## config.mk

```make
export PLATFORM = sky130hd
export DESIGN_NAME = lcd_bus_arbiter
export DESIGN_NICKNAME = d
export VERILOG_FILES = /design/src/rtl/lcd_bus_arbiter.sv
export SDC_FILE = /design/constraint.sdc
export NUM_CORES = 1
export LEC_CHECK = 0
export ABC_AREA = 1
export CORE_ASPECT_RATIO = 0.7
export CORE_MARGIN = 2
export CORE_UTILIZATION = 44
export DETAILED_ROUTE_END_ITERATION = 10
export PLACE_DENSITY = 0.78
export SYNTH_ARGS = -nofsm -noshare
export SYNTH_HDL_FRONTEND = slang
export SYNTH_SLANG_ARGS = --single-unit
export TNS_END_PERCENT = 100
```

## constraint.sdc

```tcl
create_clock -name clk -period 1.8 [get_ports clk]
set_clock_uncertainty 0.15 [all_clocks]
set_input_delay 0.45 -clock clk [delete_from_list [all_inputs] [get_ports clk]]
set_output_delay 0.45 -clock clk [all_outputs]
set_load 0.02 [all_outputs]
```

## src/rtl/lcd_bus_arbiter.sv

```systemverilog
// Two-port round-robin arbiter for a character-LCD write bus. Each granted write
// is sequenced through setup, enable pulse, hold and a post-write wait.
module lcd_bus_arbiter #(
  parameter int T_PWRUP = 20,
  parameter int T_SETUP = 1,
  parameter int T_EN    = 2,
  parameter int T_HOLD  = 1,
  parameter int T_GAP   = 2,
  parameter int T_CLR   = 5
) (
  input  logic       clk,
  input  logic       rst,
  input  logic       req0_valid,
  input  logic       req0_rs,
  input  logic [7:0] req0_data,
  output logic       req0_ready,
  input  logic       req1_valid,
  input  logic       req1_rs,
  input  logic [7:0] req1_data,
  output logic       req1_ready,
  output logic       busy,
  output logic       grant_id,
  output logic       LCD_E,
  output logic       LCD_RS,
  output logic       LCD_RW,
  output logic [7:0] LCD_DATA
);

  localparam int CW = $clog2(T_PWRUP + T_SETUP + T_EN + T_HOLD + T_GAP + T_CLR + 1);

  typedef enum logic [2:0] {
    S_PWRUP, S_IDLE, S_SETUP, S_ENABLE, S_HOLD, S_WAIT
  } state_t;

  state_t        state_q, state_d;
  logic [CW-1:0] cnt_q, cnt_d;
  logic          grant_q, grant_d;
  logic          rs_q, rs_d;
  logic [7:0]    data_q, data_d;
  logic          e_q, e_d;
  logic          rw_q, rw_d;
  logic          sel, accept, is_clr;

  // Contention goes to the port that did not own the most recent transfer.
  assign sel    = (req0_valid & req1_valid) ? ~grant_q : req1_valid;
  assign accept = (state_q == S_IDLE) & rst & (req0_valid | req1_valid);
  assign is_clr = ~rs_q & (data_q[7:2] == 6'd0) & (data_q[1:0] != 2'd0);

  assign req0_ready = accept & ~sel;
  assign req1_ready = accept & sel;
  assign busy       = (state_q != S_IDLE);
  assign grant_id   = grant_q;
  assign LCD_E      = e_q;
  assign LCD_RW     = rw_q;
  assign LCD_RS     = rs_q;
  assign LCD_DATA   = data_q;

  always_comb begin
    state_d = state_q;
    cnt_d   = cnt_q;
    grant_d = grant_q;
    rs_d    = rs_q;
    data_d  = data_q;
    case (state_q)
      S_PWRUP: begin
        if (cnt_q == '0) state_d = S_IDLE;
        else             cnt_d   = cnt_q - 1'b1;
      end
      S_IDLE: begin
        if (accept) begin
          grant_d = sel;
          rs_d    = sel ? req1_rs   : req0_rs;
          data_d  = sel ? req1_data : req0_data;
          state_d = S_SETUP;
          cnt_d   = CW'(T_SETUP - 1);
        end
      end
      S_SETUP: begin
        if (cnt_q == '0) begin
          state_d = S_ENABLE;
          cnt_d   = CW'(T_EN - 1);
        end else cnt_d = cnt_q - 1'b1;
      end
      S_ENABLE: begin
        if (cnt_q == '0) begin
          state_d = S_HOLD;
          cnt_d   = CW'(T_HOLD - 1);
        end else cnt_d = cnt_q - 1'b1;
      end
      S_HOLD: begin
        if (cnt_q == '0) begin
          state_d = S_WAIT;
          cnt_d   = is_clr ? CW'(T_CLR - 1) : CW'(T_GAP - 1);
        end else cnt_d = cnt_q - 1'b1;
      end
      S_WAIT: begin
        if (cnt_q == '0) state_d = S_IDLE;
        else             cnt_d   = cnt_q - 1'b1;
      end
      default: state_d = S_PWRUP;
    endcase
    // Pin levels are registered from the next state so E never glitches.
    e_d  = (state_d == S_ENABLE);
    rw_d = !(state_d inside {S_SETUP, S_ENABLE, S_HOLD});
  end

  always_ff @(posedge clk) begin
    if (!rst) begin
      state_q <= S_PWRUP;
      cnt_q   <= CW'(T_PWRUP - 1);
      grant_q <= 1'b1;
      rs_q    <= 1'b0;
      data_q  <= 8'h00;
      e_q     <= 1'b0;
      rw_q    <= 1'b1;
    end else begin
      state_q <= state_d;
      cnt_q   <= cnt_d;
      grant_q <= grant_d;
      rs_q    <= rs_d;
      data_q  <= data_d;
      e_q     <= e_d;
      rw_q    <= rw_d;
    end
  end

endmodule

```

==> metrics.txt, run 1 <==
Yosys reg bits=20; # IOs=37; CTS Root Buffer Type=clkbuf_4; IO buf count=36; Seq/Total Area, Yosys=37.1%; initial core utilization=48.2%; startpoint types=flop; Max Cap Violations=0; fillcell total=184; Die X=63.2 um; # setup viols final=3; drt wl/cell=12.5 um; area occupied by multi-input gates=631 um^2; Crit path required time=1200 ps; CP arrival=1330 ps; Hold Vio Cnt, Final=0; Placeable Area=0.00224 mm^2; CP max stage cell=dfxtp_2; CTS tree=built; Crit. End Element=output pin; Worst path max stage delay=340 ps; Residual DRC=0; Mapped Nets=180; vias per inst=5.06; n_diodes=0; Crit path max-delay family=flip-flops; maximum number of pins on one net before global-route repair=18; Die Y=45.4 um; pre-CTS setup slack=-741 ps; DR vias=1244; # clock sinks=20; Synth Warn #=0; Routed WL=3080 um; max-slew violations=0; Row Count=14; final worst slack=-130 ps; All-Layer GR Usage=22.1%; fin crit share=107%; Buf/Inv on CP=2; initial antenna violation count=0; fin crit period=1930 ps; worst-skew pair later-pin latency=290 ps; Worst-Margin Slew=311 ps; Setup TNS Final=-316 ps; Syn Inst Count=157; Post-Synthesis Cell Area=0.00108 mm^2; # nets final=239; GPL Wtd Cong=0.869; status=finished with violations; design area=0.00166 mm^2; CTS buffer count=3; CTS max path bufs=2; layout cells sized above 1=24.3%; RSZ-0062 raised after global routing=yes; drt initial violations=68; Post-DP Area=0.00158 mm^2; H-tree Lvls=1; Die ar.=0.00287 mm^2; Power Dens Cells=523 mW/mm^2; post-synth cell types=26; 1st-pass router iterations=4; VDD IR max=0.293 mV; global route total overflow=0; Max Fanout on Critical Path=3; failing checks=negative setup slack; clock slew at reported path FFs=100 ps; first-pass GRT wire length=4850 um; Total Power=869 uW; register cell area after layout=403 um^2; HPWL Detailed=2380 um; Post-Route Utilization=74.2%; Max Fclk=518 MHz; critical path class=flop to output pin; vias in the first global route=1136; Antenna Violating Nets Remaining=0; crit-path cells=inv_2 -> nand2_4 -> nor2_4 -> nand3b_4 -> a21oi_4 -> buf_6; leakage=0.000778 uW; syn avg cell area=6.88 um^2; Worst slew margin=79.2%; Layout area overhead=54.0%; worst hold path class=flop to flop
registers in the layout, indices dropped and copies added, names as in the netlist:
register,flops
LCD_E,1
cnt_q,5
state_q,3
LCD_RS,1
LCD_DATA,8
LCD_RW,1
grant_id,1
cell usage after synthesis:
master	number	area, um^2
o21ai_1	2	10.0
nand3_1	5	25.0
nor2_1	14	52.6
buf_6	1	11.3
nor2_4	3	33.8
a21oi_4	1	16.3
a21oi_2	1	8.76
nor3_1	2	10.0
nand3b_4	1	20.0
inv_2	3	11.3
nand2_2	1	6.26
xor2_1	1	8.76
dfxtp_1	20	400
ha_1	1	12.5
o211ai_1	1	7.51
o21ai_2	3	26.3
o21ai_0	1	5.00
a21oi_1	7	35.0
clkbuf_1	1	3.75
or2_2	2	12.5
inv_1	13	48.8
nand2_1	60	225
a31oi_1	9	56.3
nand3_2	2	20.0
a21boi_0	1	7.51
buf_2	1	5.00
layer usage:
| layer | track usage [%] | wire length, um | vias to the layer above |
|---|---|---|---|
| met2 | 41.1 | 1520 | 48 |
| met5 | 0 | 0 | - |
| met4 | 5.65 | 29 | 0 |
| met3 | 5.45 | 198 | 4 |
| li1 | - | - | 619 |
| met1 | 26.3 | 1330 | 573 |
area by class of cell:
type                    instances  area share [%]
multi-input cells             118            37.9
repair buffers                 57            30.5
flip-flops and latches         20            24.2
inverters                      16            3.61
well taps                      32            2.41
clock buffers                   3            1.35
final timing paths:
kind,depth (start not counted),slack (ps),from,endpoint
setup / recovery,6,-130,state_q[1]$_SDFF_PN0_,req0_ready
hold / removal,2,360,LCD_DATA[7]$_SDFFE_PN0P_,LCD_DATA[7]$_SDFFE_PN0P_
setup reg to reg,11,110,state_q[1]$_SDFF_PN0_,LCD_RW$_SDFF_PN1_
hold reg to reg,2,360,LCD_DATA[7]$_SDFFE_PN0P_,LCD_DATA[7]$_SDFFE_PN0P_
cell families (layout without fill, tap and decap cells):
logic type / after synthesis / in the layout / share of synthesized area [%]
xor+xnor: 1 / 1 / 0.811
compound gates: 26 / 26 / 16.0
buf+inv: 19 / 76 / 7.42
simple gates: 90 / 90 / 37.5
flops: 20 / 20 / 37.1
fa+ha+maj: 1 / 1 / 1.16
tightest hold or removal path: cells and delay by family, from the launching register on:
kind / cells / cell delay [ps]
AOI/OAI and AO/OA: 1 / 70
DFF: 1 / 330
and+or+nand+nor: 1 / 60
placed cells by master, fill, tap and decap left out:
cell             count
a21boi_2             1
a21oi_1              7
a21oi_2              1
a21oi_4              1
a31oi_1              9
buf_4               20
buf_6                4
clkbuf_4             3
clkdlybuf4s50_1     18
dfxtp_1             18
dfxtp_2              2
dlygate4sd2_1       15
ha_4                 1
inv_1               12
inv_2                4
nand2_1             58
nand2_2              2
nand2_4              1
nand3_1              5
nand3_2              2
nand3b_4             1
nor2_1              14
nor2_4               3
nor3_1               1
nor3_2               1
o211ai_1             1
o21ai_0              1
o21ai_1              2
o21ai_2              3
or2_2                2
xor2_1               1
what timing repair did:
action,4_1_cts,5_1_grt
hold buffers,0,0
gates resized for setup,32,13
setup endpoints to repair,19,8
pin swaps,0,4
setup buffers,1,4
per-stage QoR:
stage	instances	hold WS [ps]
finish	246	362
global route	246	389
CTS	242	361
detailed placement	238	337
global placement	238	334
floorplan	157	315
power by group:
group	leakage, uW	internal (uW)	switching, uW	total, uW
logic	0.000601	98.4	90.6	189
clock network	0.0000138	77.9	125	203
registers	0.000163	461	16.3	477
No activity file was read; power rests on OpenSTA's default activity.
==> inputs of run 2 (changes only) <==
--- a/config.mk
+++ b/config.mk
@@ -10,7 +10,7 @@
 export CORE_MARGIN = 2
 export CORE_UTILIZATION = 44
 export DETAILED_ROUTE_END_ITERATION = 10
-export PLACE_DENSITY = 0.78
+export PLACE_DENSITY_LB_ADDON = 0.12
 export SYNTH_ARGS = -nofsm -noshare
 export SYNTH_HDL_FRONTEND = slang
 export SYNTH_SLANG_ARGS = --single-unit
==> metrics.txt, run 2 (synthesis results as in run 1) <==
Placeable Area=0.00224 mm^2; drt wl/cell=12.3 um; Post-DP Area=0.00157 mm^2; Routed WL=2980 um; # clock sinks=20; n_diodes=0; GPL Wtd Cong=0.861; design area=0.00163 mm^2; Row Count=14; Worst-Margin Slew=339 ps; # IOs=37; Hold Vio Cnt, Final=0; HPWL Detailed=2290 um; Antenna Violating Nets Remaining=0; IO buf count=36; drt initial violations=60; Max Fclk=522 MHz; startpoint types=flop; fin crit share=106%; Max Cap Violations=0; global route total overflow=0; layout cells sized above 1=23.7%; Largest register FFs=8; 1st-pass router iterations=4; Crit. End Element=output pin; DR vias=1213; CTS tree=built; H-tree Lvls=1; fillcell total=198; worst-skew pair later-pin latency=320 ps; initial core utilization=48.2%; CP arrival=1320 ps; cts hold-fix bufs=0; part of the power in registers=51.4%; vias per inst=4.99; Post-Route Utilization=72.8%; Setup TNS Final=-261 ps; Die ar.=0.00287 mm^2; max-slew violations=0; CTS max path bufs=2; worst hold path class=flop to flop; Layout area overhead=51.2%; first-pass GRT wire length=5000 um; Residual DRC=0; CTS Root Buffer Type=clkbuf_4; Combinational Power Share=19.3%; Worst slew margin=77.3%; leading cell types in the layout, fill and taps excluded=nand2_1, dfxtp_1, clkdlybuf4s50_1, buf_4, dlygate4sd2_1; # setup viols final=3; switch share=26.9%; CTS buffer count=3; Clk pwr share=29.4%; RSZ-0062 raised after global routing=yes; fin crit period=1920 ps; clock slew at reported path FFs=110 ps; commonest non-fill, non-tap cell in the layout=nand2_1; vias in the first global route=1141; VDD IR max=0.428 mV; Max Fanout on Critical Path=3; Crit path required time=1200 ps; WHS=362 ps; final worst slack=-115 ps; failing checks=negative setup slack; initial antenna violation count=0; internal cell power=678 uW; Power Dens Cells=568 mW/mm^2; leakage=0.000767 uW; status=finished with violations; Die Y=45.4 um; Net Switching=249 uW; All-Layer GR Usage=23.5%; # nets final=235; maximum number of pins on one net before global-route repair=18; Die X=63.2 um; critical path class=flop to output pin
## run 2: changes by cell type in the layout (fill, tap and decap cells not counted), sizes merged
| cell | change |
|---|---|
| buf | -4 |
| clkbuf | +1 |
## run 2: final timing paths
check / slack, ps / startpoint / endpoint / depth (start not counted)
worst max-delay path: -120 / state_q[1]$_SDFF_PN0_ / req0_ready / 6
worst min-delay path: 360 / LCD_DATA[7]$_SDFFE_PN0P_ / LCD_DATA[7]$_SDFFE_PN0P_ / 2
worst max register to register: 140 / cnt_q[0]$_SDFFE_PN1P_ / LCD_E$_SDFF_PN0_ / 9
worst min register to register: 360 / LCD_DATA[7]$_SDFFE_PN0P_ / LCD_DATA[7]$_SDFFE_PN0P_ / 2
## run 2: metrics by stage
| step | setup slack (ps) | power (uW) | std cells |
|---|---|---|---|
| final | -115 | 927 | 243 |
| after global routing | -180 | 975 | 243 |
| after CTS | -129 | 925 | 240 |
| after detailed placement | -748 | 659 | 236 |
| after global placement | -729 | 654 | 236 |
| after floorplan | 209 | 569 | 157 |
## run 2: cell type report
type                       instances  area [um^2]  share of cell area [%]
multi-input combinational        118          621                    38.0
timing repair buffer              53          473                    29.0
inverter                          16         60.1                    3.68
tap                               32         40.0                    2.45
clock buffer                       4         36.3                    2.22
sequential                        20          403                    24.7
## run 2: what timing repair did
| action | 4_1_cts | 5_1_grt |
|---|---|---|
| endpoints found under the setup margin | 15 | 6 |
| pin swaps | 0 | 2 |
| buffers inserted | 0 | 3 |
| resized for setup | 33 | 11 |
## run 2: critical path: stages, from the launching register on
cell	delay, ps
dfxtp_2	340
inv_2	70
nand2_4	50
nor2_4	120
nand3b_4	120
a21oi_4	160
buf_6	140
## run 2: power by group through the flow
stage               Clock, uW  Sequential [uW]  Combinational, uW
finish                    272              476                179
global route              297              479                200
CTS                       280              475                170
detailed placement          0              485                174
global placement            0              484                169
floorplan                   0              487               82.4
## run 2: layer usage
metal | vias up | wire [um] | global-route usage [%]
met5 | - | 0 | 0
met4 | 0 | 55 | 10.4
met3 | 6 | 150 | 7.18
met2 | 36 | 1400 | 41.3
met1 | 558 | 1380 | 27.4
li1 | 613 | - | -
==> inputs of run 3 (changes only) <==
--- a/config.mk
+++ b/config.mk
@@ -7,7 +7,7 @@
 export LEC_CHECK = 0
 export ABC_AREA = 1
 export CORE_ASPECT_RATIO = 0.7
-export CORE_MARGIN = 2
+export CORE_MARGIN = 10
 export CORE_UTILIZATION = 44
 export DETAILED_ROUTE_END_ITERATION = 10
 export PLACE_DENSITY_LB_ADDON = 0.12
==> metrics.txt, run 3 (synthesis results as in run 1) <==
commonest non-fill, non-tap cell in the layout=nand2_1; Residual DRC=0; fin crit share=107%; Setup TNS Final=-255 ps; area occupied by multi-input gates=623 um^2; Routed WL=3560 um; Worst-Margin Slew=320 ps; CTS max path bufs=2; Layout area overhead=55.7%; Worst slew margin=78.6%; worst hold path class=flop to flop; Die X=79.2 um; vias in the first global route=1191; drt wl/cell=14.3 um; # clock sinks=20; drt initial violations=95; CTS Root Buffer Type=clkbuf_4; CP arrival=1320 ps; RSZ-0062 raised after global routing=yes; reg2reg setup slack=70 ps; max-slew violations=0; CTS tree=built; DR vias=1258; VDD IR max=0.379 mV; leakage=0.000799 uW; fillcell total=187; Die Y=61.4 um; internal cell power=638 uW; initial core utilization=48.2%; Max Cap Violations=0; Combinational Power Share=21.7%; part of the power in registers=53.7%; Crit path required time=1200 ps; Hold Vio Cnt, Final=0; register cell area after layout=403 um^2; fin crit period=1920 ps; CTS buffer count=3; # setup viols final=3; clock slew at reported path FFs=110 ps; WHS=348 ps; Net Switching=249 uW; worst-skew pair later-pin latency=300 ps; status=finished with violations; Placeable Area=0.00224 mm^2; Max Fclk=520 MHz; Antenna Violating Nets Remaining=0; cell count after placement=239; switch share=28.1%; H-tree Lvls=1; final worst slack=-123 ps; vias per inst=5.03; Die ar.=0.00487 mm^2; # IOs=37; n_diodes=0; initial antenna violation count=0; IO buf count=36; startpoint types=flop; global route total overflow=0; Crit. End Element=output pin; critical path class=flop to output pin; maximum number of pins on one net before global-route repair=18; failing checks=negative setup slack; 1st-pass router iterations=4; HPWL Detailed=2590 um; Non-Filler Instances=250; Row Count=14; leading cell types in the layout, fill and taps excluded=nand2_1, buf_4, dfxtp_1, clkdlybuf4s50_1, dlygate4sd2_1; first-pass GRT wire length=5640 um; layout cells sized above 1=24.3%; # nets final=243; Max Fanout on Critical Path=4; All-Layer GR Usage=14.5%; Power Dens Cells=528 mW/mm^2; Largest register FFs=8; GPL Wtd Cong=0.849; Clk pwr share=24.6%
[run 3: layout make-up]
type / instances / share of cell area, %
multi-input cells: 118 / 37.1
repair buffers: 61 / 31.7
flip-flops and latches: 20 / 24.0
inverters: 16 / 3.57
well taps: 32 / 2.38
clock buffers: 3 / 1.34
[run 3: timing repair]
| item | 4_1_cts | 5_1_grt |
|---|---|---|
| pin swaps | 0 | 3 |
| gates resized for setup | 35 | 6 |
| endpoints found under the setup margin | 19 | 8 |
| buffers inserted | 2 | 6 |
| hold buffers | 0 | 0 |
[run 3: worst max-delay path, stage by stage, from the launching register on]
cell      delay, ps
dfxtp_2         340
inv_2            70
nand2_4          60
nor2_4          110
nand3b_4        130
a21oi_4         170
buf_6           140
[run 3: power groups by stage]
stage / clock network, uW / logic [uW] / registers (uW)
2_1_floorplan: 0 / 82.4 / 487
3_3_place_gp: 0 / 172 / 484
3_5_place_dp: 0 / 177 / 485
4_1_cts: 221 / 176 / 475
5_1_grt: 244 / 211 / 478
6_report: 219 / 192 / 476
[run 3: stage by stage]
stage | area, um^2 | total power [uW] | setup WS (ps) | util, %
floorplan | 1080 | 569 | 209 | -
detailed placement | 1590 | 662 | -792 | 70.8
CTS | 1610 | 873 | -133 | 71.9
finish | 1680 | 887 | -123 | 75.0
global placement | 1590 | 656 | -770 | 70.8
global route | 1680 | 932 | -193 | 75.0
[run 3: worst paths after layout]
check                                           start                    end  cells after the start
worst min-delay path            cnt_q[0]$_SDFFE_PN1P_  cnt_q[0]$_SDFFE_PN1P_                      2
worst max register to register  cnt_q[1]$_SDFFE_PN1P_       LCD_E$_SDFF_PN0_                      8
worst max-delay path            state_q[1]$_SDFF_PN0_             req0_ready                      6
worst min register to register  cnt_q[0]$_SDFFE_PN1P_  cnt_q[0]$_SDFFE_PN1P_                      2
[run 3: per-layer routing]
layer | vias to the layer above | wire, um | part of all wire (%) | GRT usage, %
li1 | 630 | - | - | -
met2 | 51 | 1740 | 49 | 25.0
met3 | 4 | 313 | 8.8 | 4.94
met1 | 573 | 1480 | 41 | 16.9
met4 | 0 | 30 | 0.84 | 4.58
met5 | - | 0 | 0 | 0
